$ cat src/rtl/write_reg_select_pipe.sv
// Writeback register select with a STAGES-deep delay pipeline.
// Exposes a pending-write scoreboard and two forwarding lookup ports.
module write_reg_select_pipe #(
  parameter int REG_ADDR_W        = 3,
  parameter int DATA_W            = 32,
  parameter int STAGES            = 2,
  parameter int LINK_REG          = 7,
  parameter int ZERO_REG_WRITABLE = 0
) (
  input  logic                         clk,
  input  logic                         rst_n,
  input  logic                         in_valid,
  input  logic [1:0]                   sel_mode,
  input  logic [REG_ADDR_W-1:0]        regB,
  input  logic [REG_ADDR_W-1:0]        destReg,
  input  logic [DATA_W-1:0]            in_data,
  input  logic                         stall,
  input  logic                         flush,
  output logic                         wr_en,
  output logic [REG_ADDR_W-1:0]        wr_addr,
  output logic [DATA_W-1:0]            wr_data,
  output logic [(1<<REG_ADDR_W)-1:0]   pending,
  input  logic [REG_ADDR_W-1:0]        qa_addr,
  input  logic [REG_ADDR_W-1:0]        qb_addr,
  output logic                         qa_hit,
  output logic                         qb_hit,
  output logic [DATA_W-1:0]            qa_data,
  output logic [DATA_W-1:0]            qb_data
);

  localparam int LAST = STAGES - 1;
  localparam bit ZERO_DROP = (ZERO_REG_WRITABLE == 0);
  localparam logic [REG_ADDR_W-1:0] LINK_ADDR =
    REG_ADDR_W'(LINK_REG);

  logic [STAGES-1:0]     st_valid;
  logic [REG_ADDR_W-1:0] st_addr [STAGES];
  logic [DATA_W-1:0]     st_data [STAGES];

  logic                  new_valid;
  logic [REG_ADDR_W-1:0] new_addr;
  logic                  new_wr;

  always_comb begin
    new_addr = '0;
    new_wr   = 1'b0;
    unique case (sel_mode)
      2'd0: begin
        new_addr = regB;
        new_wr   = 1'b1;
      end
      2'd1: begin
        new_addr = destReg;
        new_wr   = 1'b1;
      end
      2'd2: begin
        new_addr = LINK_ADDR;
        new_wr   = 1'b1;
      end
      2'd3: begin
        new_addr = '0;
        new_wr   = 1'b0;
      end
    endcase
  end

  // Writes to r0 are dropped at capture so they never reach
  // pending, forwarding or the register file.
  assign new_valid = in_valid && new_wr &&
    !(ZERO_DROP && (new_addr == '0));

  always_ff @(posedge clk or negedge rst_n) begin
    if (!rst_n) begin
      st_valid <= '0;
      for (int i = 0; i < STAGES; i++) begin
        st_addr[i] <= '0;
        st_data[i] <= '0;
      end
    end else if (flush) begin
      // Last stage commits this cycle unless stalled, so it
      // only survives the flush when it is being held.
      for (int i = 0; i < LAST; i++) begin
        st_valid[i] <= 1'b0;
      end
      if (!stall) begin
        st_valid[LAST] <= 1'b0;
      end
    end else if (!stall) begin
      st_valid[0] <= new_valid;
      st_addr[0]  <= new_addr;
      st_data[0]  <= in_data;
      for (int i = 1; i < STAGES; i++) begin
        st_valid[i] <= st_valid[i-1];
        st_addr[i]  <= st_addr[i-1];
        st_data[i]  <= st_data[i-1];
      end
    end
  end

  assign wr_en   = st_valid[LAST] && !stall;
  assign wr_addr = st_addr[LAST];
  assign wr_data = st_data[LAST];

  always_comb begin
    pending = '0;
    for (int i = 0; i < STAGES; i++) begin
      if (st_valid[i]) begin
        pending[st_addr[i]] = 1'b1;
      end
    end
  end

  // Scan oldest to youngest so the youngest match overwrites.
  function automatic logic [DATA_W:0] fwd(
    input logic [REG_ADDR_W-1:0] q
  );
    logic [DATA_W:0] r;
    r = '0;
    for (int i = LAST; i >= 0; i--) begin
      if (st_valid[i] && (st_addr[i] == q)) begin
        r = {1'b1, st_data[i]};
      end
    end
    if (ZERO_DROP && (q == '0)) begin
      r = '0;
    end
    return r;
  endfunction

  always_comb begin
    {qa_hit, qa_data} = fwd(qa_addr);
  end

  always_comb begin
    {qb_hit, qb_data} = fwd(qb_addr);
  end

endmodule

$ cat config.mk
export PLATFORM = sky130hd
export DESIGN_NAME = write_reg_select_pipe
export DESIGN_NICKNAME = d
export VERILOG_FILES = /design/src/rtl/write_reg_select_pipe.sv
export SDC_FILE = /design/constraint.sdc
export NUM_CORES = 1
export LEC_CHECK = 0
export CORE_ASPECT_RATIO = 1.4
export CORE_MARGIN = 1.5
export CORE_UTILIZATION = 35
export CTS_CLUSTER_DIAMETER = 50
export CTS_CLUSTER_SIZE = 20
export DETAILED_ROUTE_END_ITERATION = 12
export PLACE_DENSITY = 0.64
export SYNTH_ARGS = -nofsm -noshare
export SYNTH_HDL_FRONTEND = slang
export SYNTH_SLANG_ARGS = --single-unit
export TNS_END_PERCENT = 1
$ cat constraint.sdc
create_clock -name clk -period 3.53 [get_ports clk]
set_input_delay 0.706 -clock clk [delete_from_list [all_inputs] [get_ports clk]]
set_output_delay 0.706 -clock clk [all_outputs]
set_load 0.01 [all_outputs]
# After elaboration in Yosys (flattened, before gate mapping)

Index checks and enable logic that the tools add are counted.

Bitwise logic cells: 3
Muxes and demuxes: 17
Magnitude comparators: 4
Reduce and logical (&&, ||, !) cells: 17
Add/sub/neg operators: 0
Multipliers: 0
Div/mod/pow operators: 0
Eq/ne operators: 8
Shift operators: 0

Operator list:

| operator                                                    | number |
|---|---|
| two-way mux 33 bit                                          | 6 |
| two-way mux 8 bit                                           | 2 |
| equality test 3 bit                                         | 4 |
| one-hot mux 3 bit (4 select lines)                          | 1 |
| logical AND 1 bit                                           | 9 |
| zero test 3 bit                                             | 3 |
| less-than comparator 3 x 4 -> 1 bit (second input constant) | 2 |
| bitwise OR 8 bit                                            | 1 |
| demux 1 bit (select 3 bit)                                  | 2 |
| >= comparator 3 x 1 -> 1 bit (second input constant)        | 2 |
| equality test 2 bit (second input constant)                 | 2 |
| two-way mux 2 bit                                           | 2 |
| two-way mux 1 bit                                           | 3 |
| OR reduction 3 bit                                          | 1 |
| equality test 2 x 1 -> 1 bit (second input constant)        | 1 |
| zero test 1 bit                                             | 2 |
| zero test 2 bit                                             | 1 |
| != test 2 x 1 -> 1 bit (second input constant)              | 1 |
| inverter 1 bit                                              | 2 |
| one-hot mux 1 bit (2 select lines)                          | 1 |
| AND reduction 2 bit                                         | 1 |

Bits in read-only memories: 0
RAM bits: 0
Memories: 0
Latch bits: 0
Output and inout port bits: 110
Register bits after elaboration: 72
Bits of input ports: 51
Logic and storage cells: 55

# Longest topological paths before layout

Gate-level depths: netlist of run 1.

Depth after elaboration: 7
Gate-level depth with buffers: 6
Depth with buffers taken out: 4

# Worst setup path before layout of run 1

Ideal clock, no wire load.

Path type: input to output
From: input qb_addr[0]
To: output qb_data[23]
Stages: 5
Required time: 2.824 ns
Arrival time: 1.669 ns
Path buffers: 1
Path slack: 1.155 ns
Cells stage by stage: xnor2_1 -> nand4_4 -> a21o_1 -> buf_6 -> nor2_1

Cells in the longest elaborated chain, start to end: 5
Elaborated cells between the ends (all ways): 8

Ends and longest elaborated chain:

| element                         | line | RTL |
|---|---|---|
| from (decl)                     | 24   | `input logic [REG_ADDR_W-1:0] qb_addr,` |
| equality test 3 bit             | 120  | `if (st_valid[i] && (st_addr[i] == q)) begin` |
| logical AND 1 bit               | 120  |  |
| two-way mux 33 bit (2 in a row) | 120  |  |
| two-way mux 33 bit *            | 124  | `if (ZERO_DROP && (q == '0)) begin` |
| to (decl)                       | 28   | `output logic [DATA_W-1:0] qb_data` |

Mark *: on every way between the ends. The rest lies on a longest branch, timed or not.

# Final worst setup path of run 1

From: input qa_addr[0]
To: output qa_data[15]

Cells in the longest elaborated chain, start to end: 5
Elaborated cells between the ends (all ways): 8

Ends and longest elaborated chain:

| element                         | line | RTL |
|---|---|---|
| from (decl)                     | 23   | `input logic [REG_ADDR_W-1:0] qa_addr,` |
| equality test 3 bit             | 120  |  |
| logical AND 1 bit               | 120  |  |
| two-way mux 33 bit (2 in a row) | 120  |  |
| two-way mux 33 bit *            | 124  |  |
| to (decl)                       | 27   | `output logic [DATA_W-1:0] qa_data,` |

Marks and branches as above.

==> out/qor.tcl, run 1 <==
set qor(ys.flop_type) {sky130_fd_sc_hd__dfrtp_1}
set qor(final_cells) 673
set qor(vdd_ir_drop_max_v) 0.000241
set qor(grt_use_total) 0.178
set qor(synth_seq_cells) 72
set qor(criticalPathCategory) {in2out}
set qor(whs_ns) 0.486
set qor(wire_per_inst_um) 16.7
set qor(maxCapViolCount) 0
set qor(arrival_ns) 2.70
set qor(clock-root-buffer) {sky130_fd_sc_hd__clkbuf_16}
set qor(clock_tree.htree_level_count) 3
set qor(synth_most_common_cell) {sky130_fd_sc_hd__dfrtp_1}
set qor(max_freq_mhz) 293
set qor(dr_total_vias) 3308
set qor(critical_path.endpoint_type) {primary output}
set qor(hold_path_class) {in2async}
set qor(synth_to_final_area_change_pct) 42.6
set qor(run_status) {completed}
set qor(mappedNetlistArea_um2) 4330
set qor(timing.clock.skew_ns) 0.00225
set qor(drt_pass1_iterations) 4
set qor(gp_routability_congestion) 0.803
set qor(port-buffer-count) 160
set qor(pin_count) 161
set qor(cp_max_fo) 17
set qor(synthesis.instances) 399
set qor(power-per-cell-area_nw_per_um2) 483
set qor(hold_viol_final) 0
set qor(dp_slack_ns) 0.0289
set qor(yosys.cell_types.count) 30
set qor(tritoncts) {yes}
set qor(post-synth-top-area-cell) {sky130_fd_sc_hd__dfrtp_1}
set qor(width_of_the_chip_um) 97.0
set qor(number_of_antenna_violations_at_the_first_check_in_global_routing) 0
set qor(antenna-diode-count) 0
set qor(multi_input_area_um2) 2110
set qor(transition_time_at_the_pin_with_the_least_slew_margin_ns) 0.914
set qor(core_area_um2) 11900
set qor(synth_top_cells_by_area) {sky130_fd_sc_hd__dfrtp_1, sky130_fd_sc_hd__mux2_2, sky130_fd_sc_hd__mux2i_1}
set qor(post_route_setup_tns_ns) 0
set qor(cts_hold_bufs) 0
set qor(post_cts.repair.setup_buffers) 0
set qor(row_count) 47
set qor(drt_wl_total_um) 11300
set qor(post-dp-hpwl_um) 8210
set qor(clk-insertion-delay-late_ns) 0.33
set qor(ys_async_sr_fraction) 1.00
set qor(setup_violation_total_in_the_final_timing_report) 0
set qor(min_period_over_period) 0.965
set qor(cts_num_sinks) 72
set qor(period_needed_ns) 3.41
set qor(nNetsFinal) 572
set qor(crit_required_ns) 2.82
set qor(detailedRoute.firstIterationViolations) 60
set qor(initial_utilization) 0.363
set qor(number_of_flops_mapped_to_enable_cells_by_yosys) 0
set qor(clk_pin_slew_ns) 0.06
set qor(remaining_overflow_grt) 0
set qor(grt_max_degree) 73
set qor(area.sequential_um2) 1800
set qor(vias_in_the_first_global_route) 3664
set qor(dp.cells) 657
set qor(die_y_um) 135
set qor(synthesis.nets) 450
set qor(leakagePower_nw) 2.87
set qor(vias_per_cell) 4.92
set qor(finalMaxSlewViolations) 0
set qor(ys_warn_count) 0
set qor(grt_pass1_wl_um) 18400
set qor(drive_gt1_frac) 0.200
set qor(antenna_violating_nets_left) 0
set qor(synthTopCellsByCount) {sky130_fd_sc_hd__dfrtp_1, sky130_fd_sc_hd__mux2_2, sky130_fd_sc_hd__nor2_1}
set qor(dieArea_um2) 13100
set qor(synthesis.area_per_instance_um2) 10.9
set qor(post-route-util) 0.518
set qor(ctsLongestPathBuffers) 2
set qor(final.setup.worst_slack_ns) 0.122
set qor(setup.worst_path.start_class) {primary input}
set qor(fillers) 1108
set qor(timing.max_slew.rel_slack) 0.391
set qor(post-synth-top-area-fraction) 0.416
set qor(post-route-drc-count) 0
set qor(cts-buffers-inserted) 9
set qor(synth_sequential_area_ratio) 0.416
final cells by class:
cell class	instances	share of cell area
clock buffer	9	0.0364
clock inverter	7	0.0194
inverter	8	0.00486
multi-input combinational	260	0.342
sequential	72	0.292
tap	147	0.0298
timing repair buffer	170	0.276
cell usage in the layout (no fill, tap or decap), drive strengths merged:
cell type        n
a21o             2
a21oi            1
buf             11
bufinv           3
clkbuf           9
clkdlybuf4s50  156
clkinv           3
clkinvlp         1
dfrtp           72
dlymetal6s2s     3
inv              8
mux2            65
mux2i           63
nand2           13
nand2b           7
nand4            4
nor2            64
nor2b            1
nor3             3
o21ai            8
o22ai            6
o311ai           3
o31ai            1
o32ai            2
or2              2
or3              2
or3b             1
xnor2           12
sequential cells by signal, indices dropped and copies added, names as in the netlist:
name	cells
st_data	32
wr_data	32
st_addr	3
wr_addr	3
st_valid	2
power breakdown:
part | total (W) | internal [W] | switching [W]
clock | 0.00104 | 0.000691 | 0.000349
sequential | 0.00117 | 0.000983 | 0.000189
combinational | 0.000773 | 0.000480 | 0.000292
total | 0.00298 | 0.00215 | 0.000830
metal layers:
layer  GRT usage  routed length (um)  part of all wire  vias up
met2       0.337                6200              0.55       91
met5           0                   0                 0        -
met4      0.0676                 178             0.016        0
li1            -                   -                 -     1578
met1       0.194                4380              0.39     1628
met3      0.0352                 509             0.045       11
per-stage QoR:
step	cell area (um^2)	total power [W]
CTS	6160	0.00302
detailed placement	5810	0.00196
global placement	5810	0.00195
global route	6180	0.00314
finish	6180	0.00298
floorplan	4330	0.00168
critical path, stage by stage:
cell and delay, ns:
sky130_fd_sc_hd__clkdlybuf4s50_1 0.57, sky130_fd_sc_hd__xnor2_1 0.15, sky130_fd_sc_hd__nand4_1 0.14, sky130_fd_sc_hd__a21o_1 0.25
sky130_fd_sc_hd__buf_4 0.21, sky130_fd_sc_hd__nor2_1 0.12, sky130_fd_sc_hd__clkdlybuf4s50_1 0.55
final timing paths:
kind,from,to,slack (ns),cells after the start
setup / recovery,qa_addr[0],qa_data[15],0.12,7
hold / removal,rst_n,wr_data[3]$_DFFE_PN0P_,0.49,1
setup reg to reg,st_addr[4]$_DFFE_PN0P_,wr_addr[1]$_DFFE_PN0P_,2.57,1
hold reg to reg,st_data[32]$_DFFE_PN0P_,wr_data[0]$_DFFE_PN0P_,0.51,2
max in group asynchronous,rst_n,st_data[39]$_DFFE_PN0P_,2.43,1
min in group clk,st_data[32]$_DFFE_PN0P_,wr_data[0]$_DFFE_PN0P_,0.51,2
what timing repair did:
item | in CTS | in global routing
setup endpoints to repair | 0 | 39
hold endpoints to repair | 0 | 0
gates resized for setup | 0 | 5
logic make-up after synthesis:
family | Yosys count | synth area share
compound gates | 23 | 0.0344
buf+inv | 67 | 0.104
xor+xnor | 12 | 0.0312
flops | 72 | 0.416
mux | 128 | 0.314
simple gates | 97 | 0.100
Note: power is estimated with default switching activity, not from simulation.
==> run 2: changes to the inputs <==
--- a/config.mk
+++ b/config.mk
@@ -7,11 +7,11 @@
 export LEC_CHECK = 0
 export CORE_ASPECT_RATIO = 1.4
 export CORE_MARGIN = 1.5
-export CORE_UTILIZATION = 35
+export CORE_UTILIZATION = 30
 export CTS_CLUSTER_DIAMETER = 50
 export CTS_CLUSTER_SIZE = 20
 export DETAILED_ROUTE_END_ITERATION = 12
-export PLACE_DENSITY = 0.64
+export PLACE_DENSITY = 0.56
 export SYNTH_ARGS = -nofsm -noshare
 export SYNTH_HDL_FRONTEND = slang
 export SYNTH_SLANG_ARGS = --single-unit
==> out/qor.tcl, run 2 (synthesized netlist as in run 1, its figures left out) <==
set qor(run_status) {completed}
set qor(period_needed_ns) 3.44
set qor(width_of_the_chip_um) 105
set qor(timing.clock.skew_ns) 0.00458
set qor(cp_max_fo) 19
set qor(critical_path.endpoint_type) {primary output}
set qor(hold_path_class) {in2async}
set qor(transition_time_at_the_pin_with_the_least_slew_margin_ns) 0.922
set qor(dieArea_um2) 15200
set qor(max_freq_mhz) 291
set qor(die_y_um) 145
set qor(layout.cells.most_common) {sky130_fd_sc_hd__clkdlybuf4s50_1}
set qor(clock_tree.htree_level_count) 3
set qor(clk_pin_slew_ns) 0.06
set qor(setup.worst_path.start_class) {primary input}
set qor(hold_viol_final) 0
set qor(drt_pass1_iterations) 4
set qor(vdd_ir_drop_max_v) 0.000186
set qor(gp_routability_congestion) 0.751
set qor(ctsLongestPathBuffers) 2
set qor(dp_slack_ns) 0.0496
set qor(clk-insertion-delay-late_ns) 0.33
set qor(synth_to_final_area_change_pct) 42.2
set qor(number_of_antenna_violations_at_the_first_check_in_global_routing) 1
set qor(core_area_um2) 14000
set qor(wire_per_inst_um) 16.4
set qor(timing.max_slew.rel_slack) 0.385
set qor(post_cts.repair.setup_buffers) 0
set qor(cts_hold_bufs) 0
set qor(leakagePower_nw) 2.84
set qor(setup_violation_total_in_the_final_timing_report) 0
set qor(grt_max_degree) 73
set qor(post-route-drc-count) 0
set qor(min_period_over_period) 0.974
set qor(initial_utilization) 0.309
set qor(maxCapViolCount) 0
set qor(finalMaxSlewViolations) 0
set qor(drt_wl_total_um) 11700
set qor(area.sequential_um2) 1800
set qor(post_route_setup_tns_ns) 0
set qor(vias_in_the_first_global_route) 3443
set qor(detailedRoute.firstIterationViolations) 69
set qor(dr_total_vias) 3327
set qor(final.setup.worst_slack_ns) 0.0931
set qor(arrival_ns) 2.73
set qor(clock-root-buffer) {sky130_fd_sc_hd__clkbuf_16}
set qor(pin_count) 161
set qor(power-per-cell-area_nw_per_um2) 456
set qor(row_count) 51
set qor(cts-buffers-inserted) 9
set qor(post-dp-hpwl_um) 8450
set qor(antenna_violating_nets_left) 0
set qor(grt_pass1_wl_um) 18600
set qor(cts_num_sinks) 72
set qor(tritoncts) {yes}
set qor(drive_gt1_frac) 0.191
set qor(crit_required_ns) 2.82
set qor(grt_use_total) 0.157
set qor(remaining_overflow_grt) 0
set qor(nNetsFinal) 571
set qor(criticalPathCategory) {in2out}
set qor(grt_setup_unrepaired) {false}
set qor(vias_per_cell) 4.69
set qor(multi_input_area_um2) 2110
set qor(fillers) 1379
set qor(port-buffer-count) 160
set qor(cts_repair_resize_count) 0
set qor(final_cell_mix) {sky130_fd_sc_hd__clkdlybuf4s50_1, sky130_fd_sc_hd__dfrtp_1, sky130_fd_sc_hd__mux2_2}
run 2: cell count changes in the layout (fill, tap and decap cells not counted), sizes merged:
cell | before | now
bufinv | 3 | 1
clkinvlp | 1 | 0
diode | 0 | 1
clkbuf | 9 | 12
buf | 11 | 10
dlymetal6s2s | 3 | 4
clkdlybuf4s50 | 156 | 155
clkinv | 3 | 2
run 2: worst paths after layout:
| kind | from | to | slack (ns) | cells past startpoint |
|---|---|---|---|---|
| setup / recovery | qb_addr[0] | qb_data[19] | 0.09 | 7 |
| hold / removal | rst_n | wr_data[20]$_DFFE_PN0P_ | 0.50 | 1 |
| setup reg to reg | st_addr[4]$_DFFE_PN0P_ | wr_addr[1]$_DFFE_PN0P_ | 2.56 | 1 |
| hold reg to reg | st_data[32]$_DFFE_PN0P_ | wr_data[0]$_DFFE_PN0P_ | 0.52 | 2 |
| max in group asynchronous | rst_n | wr_addr[2]$_DFFE_PN0P_ | 2.44 | 1 |
| min in group clk | st_data[32]$_DFFE_PN0P_ | wr_data[0]$_DFFE_PN0P_ | 0.52 | 2 |
run 2: final cells by class:
class | instances | area share
multi-input combinational | 260 | 0.343
sequential | 72 | 0.293
timing repair buffer | 169 | 0.276
clock buffer | 12 | 0.0384
tap | 185 | 0.0376
clock inverter | 3 | 0.00711
inverter | 8 | 0.00488
antenna | 1 | 0.000406
run 2: critical path: stages:
cell,delay (ns)
sky130_fd_sc_hd__clkdlybuf4s50_1,0.58
sky130_fd_sc_hd__xnor2_2,0.16
sky130_fd_sc_hd__nand4_4,0.13
sky130_fd_sc_hd__a21o_1,0.22
sky130_fd_sc_hd__buf_4,0.22
sky130_fd_sc_hd__nor2_1,0.13
sky130_fd_sc_hd__clkdlybuf4s50_1,0.58
run 2: where the power goes:
group	internal [W]	switching, W	leakage [nW]
clock network	0.000543	0.000322	0.137
registers	0.000983	0.000185	0.856
logic	0.000480	0.000298	1.85
run 2: per-stage QoR:
stage          hold slack (ns)  std cells  cell area (um^2)  power [W]   util
6_report                 0.501        710              6160    0.00281  0.439
5_1_grt                  0.555        710              6160    0.00297  0.439
4_1_cts                  0.518        709              6130    0.00286  0.437
3_5_place_dp             0.504        694              5850    0.00197  0.417
3_3_place_gp             0.494        694              5850    0.00195  0.417
2_1_floorplan            0.410        399              4330    0.00168      -
run 2: per-layer routing:
layer / share of wire / vias up / wire (um) / track usage
met5: 0 / - / 0 / 0
met4: 0.024 / 0 / 280 / 0.0678
met3: 0.044 / 17 / 510 / 0.0305
met2: 0.53 / 101 / 6120 / 0.278
met1: 0.41 / 1627 / 4740 / 0.182
li1: - / 1582 / - / -
==> run 3: changes to the inputs <==
--- a/config.mk
+++ b/config.mk
@@ -11,7 +11,8 @@
 export CTS_CLUSTER_DIAMETER = 50
 export CTS_CLUSTER_SIZE = 20
 export DETAILED_ROUTE_END_ITERATION = 12
-export PLACE_DENSITY = 0.56
+export DONT_BUFFER_PORTS = 1
+export PLACE_DENSITY = 0.42
 export SYNTH_ARGS = -nofsm -noshare
 export SYNTH_HDL_FRONTEND = slang
 export SYNTH_SLANG_ARGS = --single-unit
==> constraint.sdc (replaced) <==
create_clock -name clk -period 3.23 [get_ports clk]
set_input_delay 0.646 -clock clk [delete_from_list [all_inputs] [get_ports clk]]
set_output_delay 0.646 -clock clk [all_outputs]
set_load 0.01 [all_outputs]
==> out/qor.tcl, run 3 (synthesized netlist as in run 1, its figures left out) <==
set qor(reg2reg_to) {wr_addr[2]$_DFFE_PN0P_}
set qor(hold_viol_final) 0
set qor(number_of_antenna_violations_at_the_first_check_in_global_routing) 0
set qor(clock_tree.htree_level_count) 3
set qor(wire_per_inst_um) 18.5
set qor(criticalPathCategory) {reg2out}
set qor(vias_in_the_first_global_route) 3061
set qor(clk_pin_slew_ns) 0.06
set qor(post_cts.repair.setup_buffers) 0
set qor(power-per-cell-area_nw_per_um2) 551
set qor(crit_required_ns) 2.58
set qor(grt_setup_unrepaired) {false}
set qor(drt_wl_total_um) 11400
set qor(pin_count) 161
set qor(ff2ff_setup_slack_ns) 2.26
set qor(maxCapViolCount) 0
set qor(nNetsFinal) 476
set qor(reg2regPathDepth) 1
set qor(timing.clock.skew_ns) 0.00504
set qor(ctsLongestPathBuffers) 2
set qor(fillers) 1464
set qor(drive_gt1_frac) 0.379
set qor(setup_violation_total_in_the_final_timing_report) 0
set qor(tritoncts) {yes}
set qor(crit_path_end) {qa_data[21]}
set qor(remaining_overflow_grt) 0
set qor(clk-insertion-delay-late_ns) 0.33
set qor(report.power.total_w) 0.00278
set qor(port-buffer-count) 0
set qor(post_dp_cell_area_um2) 4720
set qor(grt_pass1_wl_um) 17900
set qor(arrival_ns) 2.31
set qor(highest-signal-layer) {met4}
set qor(vdd_ir_drop_max_v) 0.000274
set qor(initial_utilization) 0.309
set qor(antenna-diode-count) 0
set qor(detailedRoute.firstIterationViolations) 98
set qor(cts-buffers-inserted) 9
set qor(drt_pass1_iterations) 4
set qor(timing.max_slew.rel_slack) 0.351
set qor(antenna_violating_nets_left) 0
set qor(post-dp-hpwl_um) 7530
set qor(finalMaxSlewViolations) 0
set qor(gp_routability_congestion) 0.744
set qor(routed-wl-met3_um) 628
set qor(clock-root-buffer) {sky130_fd_sc_hd__clkbuf_16}
set qor(dieArea_um2) 15200
set qor(critical_path.endpoint_type) {primary output}
set qor(transition_time_at_the_pin_with_the_least_slew_margin_ns) 0.974
set qor(leakagePower_nw) 2.57
set qor(dr_total_vias) 2940
set qor(max_freq_mhz) 338
set qor(m1_wl_um) 4620
set qor(layout.cells.most_common) {sky130_fd_sc_hd__dfrtp_1}
set qor(run_status) {completed}
set qor(cp_max_fo) 18
set qor(period_needed_ns) 2.95
set qor(setup.worst_path.start_class) {register}
set qor(fin_area_um2) 5050
set qor(core_area_um2) 14000
set qor(hold_path_class) {in2async}
set qor(die_y_um) 145
set qor(cts_num_sinks) 72
set qor(final_cell_mix) {sky130_fd_sc_hd__dfrtp_1, sky130_fd_sc_hd__buf_4, sky130_fd_sc_hd__mux2_2}
set qor(min_period_over_period) 0.915
set qor(grt_max_degree) 60
set qor(post-route-drc-count) 0
set qor(cts_repair_resize_count) 0
set qor(width_of_the_chip_um) 105
set qor(cp-startpoint) {st_addr[4]$_DFFE_PN0P_}
set qor(row_count) 51
set qor(synth_to_final_area_change_pct) 16.5
set qor(grt_use_total) 0.151
set qor(critical_path.reg2reg.startpoint) {wr_addr[2]$_DFFE_PN0P_}
set qor(cts_hold_bufs) 3
set qor(post_route_setup_tns_ns) 0
set qor(vias_per_cell) 4.78
set qor(wl_met2_um) 5970
[run 3: cell types whose count changed in the layout (fill, tap and decap cells not counted), moves of 2 or more]
cell,before,now
sky130_fd_sc_hd__xnor2_2,6,4
sky130_fd_sc_hd__dlymetal6s2s_1,4,0
sky130_fd_sc_hd__clkdlybuf4s50_1,155,0
sky130_fd_sc_hd__dlygate4sd3_1,0,2
sky130_fd_sc_hd__clkinvlp_4,0,2
sky130_fd_sc_hd__xnor2_1,6,8
sky130_fd_sc_hd__buf_4,8,69
sky130_fd_sc_hd__clkbuf_1,3,1
[run 3: per-stage QoR]
step	hold WS, ns	cells	util	worst slack (ns)
after global placement	0.352	596	0.336	0.560
after detailed placement	0.352	596	0.336	0.508
final	0.171	615	0.360	0.276
after CTS	0.180	615	0.360	0.224
after global routing	0.192	615	0.360	0.0985
after floorplan	0.350	399	-	0.975
[run 3: layout make-up]
class / instances / area (um^2) / area share
multi-input cells: 260 / 2100 / 0.415
flip-flops and latches: 72 / 1800 / 0.357
repair buffers: 74 / 606 / 0.120
clock buffers: 11 / 243 / 0.0481
well taps: 185 / 231 / 0.0458
clock inverters: 5 / 41.3 / 0.00818
inverters: 8 / 30.0 / 0.00595
[run 3: report_power, final]
part | internal (W) | switching, W | total (W)
clock | 0.000546 | 0.000396 | 0.000942
sequential | 0.00107 | 0.000277 | 0.00135
combinational | 0.000287 | 0.000202 | 0.000489
[run 3: worst min-delay path by stage]
stage | startpoint | end | slack [ns] | cells after the start
finish | rst_n | st_data[51]$_DFFE_PN0P_ | 0.17 | 1
global route | rst_n | st_data[51]$_DFFE_PN0P_ | 0.19 | 1
CTS | rst_n | st_data[51]$_DFFE_PN0P_ | 0.18 | 1
detailed placement | rst_n | st_data[51]$_DFFE_PN0P_ | 0.35 | 0
global placement | rst_n | st_data[51]$_DFFE_PN0P_ | 0.35 | 0
floorplan | rst_n | st_addr[3]$_DFFE_PN0P_ | 0.35 | 0
[run 3: per-layer routing]
layer  vias to the layer above  track usage
li1                       1387            -
met1                      1453        0.175
met2                        89        0.271
met3                        11       0.0382
met4                         0       0.0486
met5                         -            0
[run 3: critical path: stages, from the launching register on]
cell and delay (ns):
sky130_fd_sc_hd__dfrtp_1 0.52, sky130_fd_sc_hd__xnor2_2 0.21, sky130_fd_sc_hd__nand4_4 0.12, sky130_fd_sc_hd__buf_4 0.32, sky130_fd_sc_hd__buf_4 0.37, sky130_fd_sc_hd__mux2i_1 0.24
sky130_fd_sc_hd__nor2_1 0.06, sky130_fd_sc_hd__buf_4 0.14
